$ cat config.mk
export PLATFORM = sky130hd
export DESIGN_NAME = rally_referee
export DESIGN_NICKNAME = d
export VERILOG_FILES = /design/src/rtl/rally_referee.sv
export SDC_FILE = /design/constraint.sdc
export NUM_CORES = 1
export LEC_CHECK = 0
export BUFFER_PORTS_ARGS = -buffer_cell sky130_fd_sc_hd__buf_4
export CAP_MARGIN = 30
export CORE_MARGIN = 2
export CORE_UTILIZATION = 45
export CTS_BUF_LIST = sky130_fd_sc_hd__clkbuf_8
export DETAILED_ROUTE_END_ITERATION = 16
export GPL_TIMING_DRIVEN = 0
export PLACE_DENSITY_LB_ADDON = 0.3
export SLEW_MARGIN = 15
export SYNTH_ARGS = -nofsm -noshare
export SYNTH_HDL_FRONTEND = slang
export SYNTH_SLANG_ARGS = --single-unit
$ cat constraint.sdc
create_clock -name clk -period 3.1 [get_ports clk]
set_clock_uncertainty 0.2 [all_clocks]
set_input_delay 0.155 -clock clk [delete_from_list [all_inputs] [get_ports clk]]
set_output_delay 0.155 -clock clk [all_outputs]
set_load 0.1 [all_outputs]
$ cat src/rtl/rally_referee.sv
// rally_referee
//   Referee for the two-player volley game. Turns the collision levels coming
//   from the ball controller into touch and ground events, enforces the
//   max-touches rule, decides who wins each rally, keeps the scores and the
//   serving side, and flags the end of the game.
//
// Ports
//   clk          pixel clock, all logic lives in this single domain
//   rst          synchronous active-high reset
//   pl1_col      player1/ball overlap level
//   pl2_col      player2/ball overlap level
//   gnd_col      ball-at-ground level
//   ball_posx    ball left X pixel
//   new_game     one-cycle restart request
//   ovr_touch    touch-limit fault back to the ball controller
//   pl1_score    player1 score
//   pl2_score    player2 score
//   serve_pl     serving player (0 = PL1, 1 = PL2)
//   point_pulse  one-cycle strobe per awarded point
//   point_winner winner of the last point, valid with point_pulse
//   game_over    high once a player reaches WIN_SCORE
module rally_referee #(
  parameter int MAX_TOUCH   = 3,
  parameter int WIN_SCORE   = 15,
  parameter int NET_X       = 512,
  parameter int BALL_HALF   = 32,
  parameter int TOUCH_GAP   = 16_250_000,
  parameter int OVR_HOLD    = 1_300_000,
  parameter int DEAD_CYCLES = 162_500_000
) (
  input  logic        clk,
  input  logic        rst,
  input  logic        pl1_col,
  input  logic        pl2_col,
  input  logic        gnd_col,
  input  logic [11:0] ball_posx,
  input  logic        new_game,
  output logic        ovr_touch,
  output logic [4:0]  pl1_score,
  output logic [4:0]  pl2_score,
  output logic        serve_pl,
  output logic        point_pulse,
  output logic        point_winner,
  output logic        game_over
);

  localparam int CW = $clog2(MAX_TOUCH + 2);
  localparam int GW = $clog2(TOUCH_GAP + 1);
  localparam int DW = $clog2(DEAD_CYCLES + 1);
  localparam int OW = $clog2(OVR_HOLD + 1);

  localparam logic [CW-1:0] CNT_MAX   = CW'(MAX_TOUCH);
  localparam logic [GW-1:0] GAP_MAX   = GW'(TOUCH_GAP);
  localparam logic [DW-1:0] DEAD_LAST = DW'(DEAD_CYCLES - 1);
  localparam logic [OW-1:0] OVR_LAST  = OW'(OVR_HOLD - 1);
  localparam logic [4:0]    WIN       = 5'(WIN_SCORE);
  localparam logic [12:0]   NET       = 13'(NET_X);
  localparam logic [12:0]   HALF      = 13'(BALL_HALF);

  localparam logic [2:0] S_SERVE = 3'd0;
  localparam logic [2:0] S_RALLY = 3'd1;
  localparam logic [2:0] S_POINT = 3'd2;
  localparam logic [2:0] S_DEAD  = 3'd3;
  localparam logic [2:0] S_OVER  = 3'd4;

  logic          pl1_q, pl2_q, gnd_q;
  logic [2:0]    state_q, state_d;
  logic [CW-1:0] count_q, count_d;
  logic          last_q, last_d;
  logic [GW-1:0] gap_q, gap_d;
  logic [DW-1:0] dead_q, dead_d;
  logic          ovr_q, ovr_d;
  logic [OW-1:0] ovr_cnt_q, ovr_cnt_d;
  logic          pend_q, pend_d;
  logic [4:0]    p1s_q, p1s_d, p2s_q, p2s_d;
  logic          serve_q, serve_d;
  logic          pulse_q, pulse_d;
  logic          winner_q, winner_d;
  logic          over_q, over_d;

  logic          p1_edge, p2_edge, gnd_edge;
  logic          touch_pl, touch_same, touch_ok;
  logic [CW-1:0] touch_count;
  logic [12:0]   ball_centre;
  logic          gnd_winner;
  logic [4:0]    award_score;

  assign p1_edge  = pl1_col & ~pl1_q;
  assign p2_edge  = pl2_col & ~pl2_q;
  assign gnd_edge = gnd_col & ~gnd_q;

  // PL1 wins a simultaneous edge; the PL2 edge is simply dropped.
  assign touch_pl    = ~p1_edge;
  assign touch_same  = (touch_pl == last_q);
  assign touch_ok    = (p1_edge | p2_edge) & (~touch_same | (gap_q == GAP_MAX));
  assign touch_count = touch_same ? count_q + CW'(1) : CW'(1);

  // Ball landed on PL1's half (left of the net) -> PL2 takes the point.
  assign ball_centre = {1'b0, ball_posx} + HALF;
  assign gnd_winner  = (ball_centre < NET);

  assign award_score = pend_q ? p2s_q + 5'd1 : p1s_q + 5'd1;

  always_comb begin
    state_d   = state_q;
    count_d   = count_q;
    last_d    = last_q;
    gap_d     = (gap_q == GAP_MAX) ? gap_q : gap_q + GW'(1);
    dead_d    = dead_q;
    ovr_d     = ovr_q;
    ovr_cnt_d = ovr_cnt_q;
    pend_d    = pend_q;
    p1s_d     = p1s_q;
    p2s_d     = p2s_q;
    serve_d   = serve_q;
    pulse_d   = 1'b0;
    winner_d  = winner_q;
    over_d    = over_q;

    // Fault hold runs on its own, regardless of the rally state.
    if (ovr_q) begin
      if (ovr_cnt_q == OVR_LAST) begin
        ovr_d     = 1'b0;
        ovr_cnt_d = '0;
      end else begin
        ovr_cnt_d = ovr_cnt_q + OW'(1);
      end
    end

    case (state_q)
      S_SERVE: begin
        if (touch_ok) begin
          state_d = S_RALLY;
          count_d = CW'(1);
          last_d  = touch_pl;
          gap_d   = '0;
        end
      end
      S_RALLY: begin
        // A ground hit ends the rally even if a touch arrives in the same cycle.
        if (gnd_edge) begin
          state_d = S_POINT;
          pend_d  = gnd_winner;
        end else if (touch_ok) begin
          count_d = touch_count;
          last_d  = touch_pl;
          gap_d   = '0;
          if (touch_count > CNT_MAX) begin
            state_d   = S_POINT;
            pend_d    = ~touch_pl;
            ovr_d     = 1'b1;
            ovr_cnt_d = '0;
          end
        end
      end
      S_POINT: begin
        if (pend_q) p2s_d = award_score;
        else        p1s_d = award_score;
        serve_d  = pend_q;
        pulse_d  = 1'b1;
        winner_d = pend_q;
        count_d  = '0;
        dead_d   = '0;
        if (award_score == WIN) begin
          state_d = S_OVER;
          over_d  = 1'b1;
        end else begin
          state_d = S_DEAD;
        end
      end
      S_DEAD: begin
        if (dead_q == DEAD_LAST) state_d = S_SERVE;
        else                     dead_d  = dead_q + DW'(1);
      end
      S_OVER: begin
      end
      default: state_d = S_SERVE;
    endcase

    // Restart overrides anything decided above in the same cycle.
    if (new_game) begin
      state_d   = S_SERVE;
      p1s_d     = '0;
      p2s_d     = '0;
      serve_d   = 1'b0;
      over_d    = 1'b0;
      count_d   = '0;
      ovr_d     = 1'b0;
      ovr_cnt_d = '0;
      gap_d     = '0;
      dead_d    = '0;
      pulse_d   = 1'b0;
    end
  end

  always_ff @(posedge clk) begin
    if (rst) begin
      pl1_q     <= 1'b0;
      pl2_q     <= 1'b0;
      gnd_q     <= 1'b0;
      state_q   <= S_SERVE;
      count_q   <= '0;
      last_q    <= 1'b0;
      gap_q     <= '0;
      dead_q    <= '0;
      ovr_q     <= 1'b0;
      ovr_cnt_q <= '0;
      pend_q    <= 1'b0;
      p1s_q     <= '0;
      p2s_q     <= '0;
      serve_q   <= 1'b0;
      pulse_q   <= 1'b0;
      winner_q  <= 1'b0;
      over_q    <= 1'b0;
    end else begin
      pl1_q     <= pl1_col;
      pl2_q     <= pl2_col;
      gnd_q     <= gnd_col;
      state_q   <= state_d;
      count_q   <= count_d;
      last_q    <= last_d;
      gap_q     <= gap_d;
      dead_q    <= dead_d;
      ovr_q     <= ovr_d;
      ovr_cnt_q <= ovr_cnt_d;
      pend_q    <= pend_d;
      p1s_q     <= p1s_d;
      p2s_q     <= p2s_d;
      serve_q   <= serve_d;
      pulse_q   <= pulse_d;
      winner_q  <= winner_d;
      over_q    <= over_d;
    end
  end

  assign ovr_touch    = ovr_q;
  assign pl1_score    = p1s_q;
  assign pl2_score    = p2s_q;
  assign serve_pl     = serve_q;
  assign point_pulse  = pulse_q;
  assign point_winner = winner_q;
  assign game_over    = over_q;

endmodule

==> flow_summary.ini, run 1 <==
[outcome]
status = completed

[setup_path]
worst-setup-path-type = flip-flop to flip-flop
crit_arrival_ns = 2.68
worstPathRequired_ns = 3.16
start_kind = flip-flop
cp-end-kind = flip-flop
cp_max_fo = 10

[timing]
finalSetupViolations = 0
hold_violations = 0
timing.hold.ws_ns = 0.0643
slew_headroom = 0.569
fmax_mhz = 382
finalCritPeriodShare = 0.846
finalMaxSlewViolations = 0
worst_slew_pin_slew_ns = 0.641
period_minus_slack_ns = 2.62
fin_setup_tns_ns = 0
rsz0062_at_grt = no

[floorplan]
ios = 33
core-area_um2 = 10300
rows = 37
fp.dieH_um = 107
initial_core_util = 0.461
die_area_um2 = 11400
die_w_um = 107

[finish]
num-nets-final = 619
final_area_um2 = 5370
antenna_cells = 0
drive_above_1_share = 0.119
fill_cells = 974
syn_to_final_growth_pct = 13.3
multiInputGateArea_um2 = 2630
layout_commonest_cell = nor2_1
mostFrequentLayoutCells = nor2_1, dfxtp_1, nand2_1
register_area_um2 = 1980

[synth]
synth.avg_cell_area_um2 = 8.64
ys_ff_latch = 99
synthDistinctLibCells = 62
synth_edf_count = 0
syn-num-nets = 574
synthesis.instances = 549
synth-seq-area-share = 0.418
syn_area_um2 = 4740
synth_ff_type = dfxtp_1
async_flop_share = 0
yosysWarnings = 0

[detailed_routing]
drt_iter0_markers = 171
via_count = 3879
drtPass1Iterations = 4
ant_nets = 0
wirelength_mm = 9.37
routedWlPerCell_um = 12.7
via_per_inst = 5.28
drc = 0

[placed_design]
gp_congestion = 0.855
postPlaceCellArea_um2 = 5110
dp_hpwl_mm = 6.87
portBuffers = 27

[power]
swShare = 0.237
p_clk_frac = 0.371
ir_drop_v = 0.000229
power_mw = 2.22
power_density_nw_per_um2 = 414
switching_power_mw = 0.526
power_frac_comb = 0.051
p_int_mw = 1.70
pwr-share-seq = 0.578
p_leak_nw = 1.80

[clocking]
clkTransAtPathRegs_ns = 0.09
holdBufCountCts = 6
htree_levels = 3
clockRootBuffer = clkbuf_8
cts.repair.resized = 0
cts_tree = built
clkLatencyLatePin_ns = 0.37
numCtsBuffers = 9
cts_setup_buffers = 0
cts_buffer_depth = 2
cts.sink_count = 99

[global_route]
grt_pass1_wl_mm = 16.5
grt_pass1_vias = 3688
antenna_found_initial = 0
grtUsageTotal = 0.174
overflow = 0
grt_max_degree = 17

[job]
maxCapViolCount = 0

[hold_path]
hold_class = input port to flip-flop
[path summary, 6_finish.rpt]
kind | startpoint | endpoint | slack [ns] | depth (start not counted)
min reg2reg | serve_pl | serve_pl | 0.26 | 2
max | pend_q | state_q[1] | 0.48 | 7
min | ball_posx[8] | pend_q | 0.06 | 4
max reg2reg | pend_q | state_q[1] | 0.48 | 7
[kinds of logic (layout without fill, tap and decap cells)]
| group | Yosys count | in the layout | synth area share |
|---|---|---|---|
| multiplexers | 9 | 9 | 0.0201 |
| XOR/XNOR | 70 | 70 | 0.129 |
| flip-flops | 99 | 99 | 0.418 |
| adder cells (fa/ha/maj) | 7 | 7 | 0.0185 |
| AO/OA/AOI/OAI | 54 | 54 | 0.0789 |
| AND/OR/NAND/NOR | 285 | 285 | 0.309 |
| buffers and inverters | 25 | 75 | 0.0267 |
[cells in the mapped netlist, types with 2 or more instances]
| master | count | share of area |
|---|---|---|
| nor2b_1 | 4 | 0.0053 |
| nor3_1 | 20 | 0.021 |
| and4_1 | 6 | 0.011 |
| a211oi_1 | 3 | 0.0048 |
| mux2i_1 | 5 | 0.011 |
| buf_2 | 3 | 0.0032 |
| o21ai_0 | 11 | 0.012 |
| buf_6 | 2 | 0.0048 |
| nand4_1 | 18 | 0.024 |
| dfxtp_1 | 99 | 0.42 |
| mux2_2 | 4 | 0.0095 |
| nor4b_1 | 2 | 0.0037 |
| clkbuf_1 | 7 | 0.0055 |
| or2_2 | 3 | 0.0040 |
| nand3_1 | 31 | 0.033 |
| a41oi_1 | 2 | 0.0037 |
| or3_1 | 9 | 0.012 |
| a31o_2 | 2 | 0.0037 |
| xor2_1 | 35 | 0.065 |
| nor2_1 | 101 | 0.080 |
| a31oi_1 | 2 | 0.0026 |
| nor4_4 | 2 | 0.0090 |
| nand2_1 | 43 | 0.034 |
| xnor2_1 | 35 | 0.065 |
| a21oi_1 | 17 | 0.018 |
| inv_1 | 11 | 0.0087 |
| nand2b_1 | 5 | 0.0066 |
| o21a_1 | 4 | 0.0063 |
| and2_1 | 3 | 0.0040 |
| nand4b_1 | 3 | 0.0055 |
| ha_1 | 7 | 0.018 |
| and3_1 | 15 | 0.020 |
| nor4_1 | 4 | 0.0053 |
| nand3b_1 | 3 | 0.0048 |
[cell type report]
cell class	instances	share of cell area
multi-input combinational	425	0.490
sequential	99	0.369
timing repair buffer	34	0.0498
tap	136	0.0317
clock buffer	9	0.0231
buffer	14	0.0158
clock inverter	7	0.0130
inverter	11	0.00769
[worst max-delay path, cell delays in order (launching register included)]
cell and delay [ns]:
dfxtp_1 0.43, clkbuf_1 0.39, mux2_2 0.40, ha_1 0.23, xnor2_1 0.17, nand4_1 0.22, a211o_1 0.31, and4b_1 0.18
[state kept, by name, indices dropped and copies added (netlist names), 3 cells and up]
name / cells
dead_q: 28
state_q: 3
ovr_cnt_q: 21
pl2_score: 5
count_q: 3
gap_q: 24
pl1_score: 5
[per-stage QoR]
stage / setup slack, ns / cells / util
2_1_floorplan: 0.591 / 549 / -
3_3_place_gp: 0.535 / 712 / 0.498
3_5_place_dp: 0.483 / 712 / 0.498
4_1_cts: 0.471 / 734 / 0.522
5_1_grt: 0.296 / 735 / 0.523
6_report: 0.479 / 735 / 0.523
[layer usage]
metal | global-route usage | routed length, µm | share of wire | vias up
met5 | 0 | 0 | 0 | -
met4 | 0.0603 | 127 | 0.014 | 0
met3 | 0.0286 | 316 | 0.034 | 13
met2 | 0.281 | 4400 | 0.47 | 72
met1 | 0.235 | 4520 | 0.48 | 1804
li1 | - | - | - | 1990
[power by group through the flow]
stage | logic (mW) | clock network (mW) | registers (mW)
floorplan | 0.0739 | 0 | 1.31
finish | 0.114 | 0.826 | 1.28
global route | 0.127 | 0.894 | 1.29
detailed placement | 0.109 | 0 | 1.31
global placement | 0.107 | 0 | 1.31
CTS | 0.115 | 0.848 | 1.28
Power figures use the tool's default switching activity.
==> run 2, diff against run 1 <==
Clock period 3.1 ns to 2.67 ns, I/O delays scaled along.
==> flow_summary.ini, run 2 (same netlist as run 1, synthesis figures left out) <==
[power]
switching_power_mw = 0.611
pwr-share-seq = 0.577
p_leak_nw = 1.82
ir_drop_v = 0.000267
p_int_mw = 1.97
p_clk_frac = 0.371
power_frac_comb = 0.051
swShare = 0.237
power_density_nw_per_um2 = 480

[finish]
final_area_um2 = 5380
syn_to_final_growth_pct = 13.5
num-nets-final = 619
largest_reg_flops = 28
multiInputGateArea_um2 = 2640
largest_register = dead_q
register_area_um2 = 1980
mostFrequentLayoutCells = nor2_1, dfxtp_1, nand2_1
antenna_cells = 0
layout_commonest_cell = nor2_1
fill_cells = 972
drive_above_1_share = 0.120
largest_registers = dead_q x28, gap_q x24, ovr_cnt_q x21

[global_route]
overflow = 0
grt_max_degree = 17
grt_pass1_vias = 3688
antenna_found_initial = 0
grt_pass1_wl_mm = 16.5
grtUsageTotal = 0.174

[clocking]
htree_levels = 3
cts_setup_buffers = 0
clkLatencyLatePin_ns = 0.37
clkTransAtPathRegs_ns = 0.10
cts.sink_count = 99
clockRootBuffer = clkbuf_8
cts_tree = built
cts_buffer_depth = 2
numCtsBuffers = 9

[timing]
slew_headroom = 0.579
finalCritPeriodShare = 0.936
worst_slew_pin_slew_ns = 0.625
fmax_mhz = 400
hold_violations = 0
fin_setup_tns_ns = 0
period_minus_slack_ns = 2.50
finalSetupViolations = 0
rsz0062_at_grt = no
finalMaxSlewViolations = 0

[floorplan]
core-area_um2 = 10300
ios = 33
fp.dieH_um = 107
die_area_um2 = 11400
initial_core_util = 0.461
rows = 37
die_w_um = 107

[job]
maxCapViolCount = 0

[detailed_routing]
drc = 0
drt_iter0_markers = 173
routedWlPerCell_um = 12.8
wirelength_mm = 9.38
via_per_inst = 5.27
ant_nets = 0
drtPass1Iterations = 4
via_count = 3870

[hold_path]
hold_class = input port to flip-flop

[placed_design]
dp_hpwl_mm = 6.87
gp_congestion = 0.855
portBuffers = 27
postPlaceCellArea_um2 = 5110

[setup_path]
start_kind = flip-flop
crit_arrival_ns = 2.53
cp_max_fo = 7
cp-end-kind = flip-flop
worstPathRequired_ns = 2.70
worst-setup-path-type = flip-flop to flip-flop

[outcome]
status = completed
==> run 2: cell count changes in the layout (fill, tap and decap cells not counted) <==
cell	delta
clkbuf_1	-1
nor4_4	+1
clkbuf_2	+1
nor4_2	-1
==> run 2: area by class of cell <==
| class | count | share of cell area |
|---|---|---|
| clock inverters | 7 | 0.0130 |
| inverters | 11 | 0.00767 |
| multi-input cells | 425 | 0.491 |
| plain buffers | 14 | 0.0160 |
| repair buffers | 34 | 0.0497 |
| flip-flops and latches | 99 | 0.368 |
| clock buffers | 9 | 0.0230 |
| well taps | 136 | 0.0316 |
==> run 2: layer usage <==
layer | share of wire | global-route usage | up-vias | wire length, µm
met5 | 0 | 0 | - | 0
met4 | 0.0075 | 0.0603 | 0 | 70
met3 | 0.029 | 0.0286 | 7 | 274
met2 | 0.47 | 0.281 | 67 | 4430
met1 | 0.49 | 0.235 | 1800 | 4610
li1 | - | - | 1996 | -
==> run 2: repair_timing <==
action	4_1_cts	5_1_grt
gates resized for setup	0	3
hold buffers	6	0
hold endpoints to repair	14	0
setup endpoints to repair	0	5
==> run 2: per-stage QoR <==
stage	utilization	setup WS [ns]	instances	power [mW]	hold WS, ns
floorplan	-	0.161	549	1.61	0.000190
global placement	0.498	0.105	712	1.65	0.158
detailed placement	0.498	0.0530	712	1.65	0.166
CTS	0.522	0.0412	734	2.61	0.0190
global route	0.524	0.0212	735	2.68	0.111
finish	0.524	0.171	735	2.58	0.0371
==> run 2: critical path, stage by stage, from the launching register on <==
cell	delay [ns]
dfxtp_1	0.41
ha_1	0.21
nand4_1	0.31
nor4_4	0.54
a31oi_2	0.26
and3_1	0.26
xnor2_1	0.14
nor2_1	0.05
==> run 2: worst paths after layout <==
kind	depth (start not counted)	to	slack, ns	from
max reg2reg	7	dead_q[10]	0.17	dead_q[0]
max	7	dead_q[10]	0.17	dead_q[0]
min	4	pend_q	0.04	ball_posx[8]
min reg2reg	2	serve_pl	0.26	serve_pl
==> run 2: power groups by stage <==
stage / clock network (mW) / logic [mW] / registers, mW
floorplan: 0 / 0.0857 / 1.53
global placement: 0 / 0.124 / 1.53
detailed placement: 0 / 0.126 / 1.53
CTS: 0.985 / 0.133 / 1.49
global route: 1.04 / 0.148 / 1.49
finish: 0.959 / 0.133 / 1.49
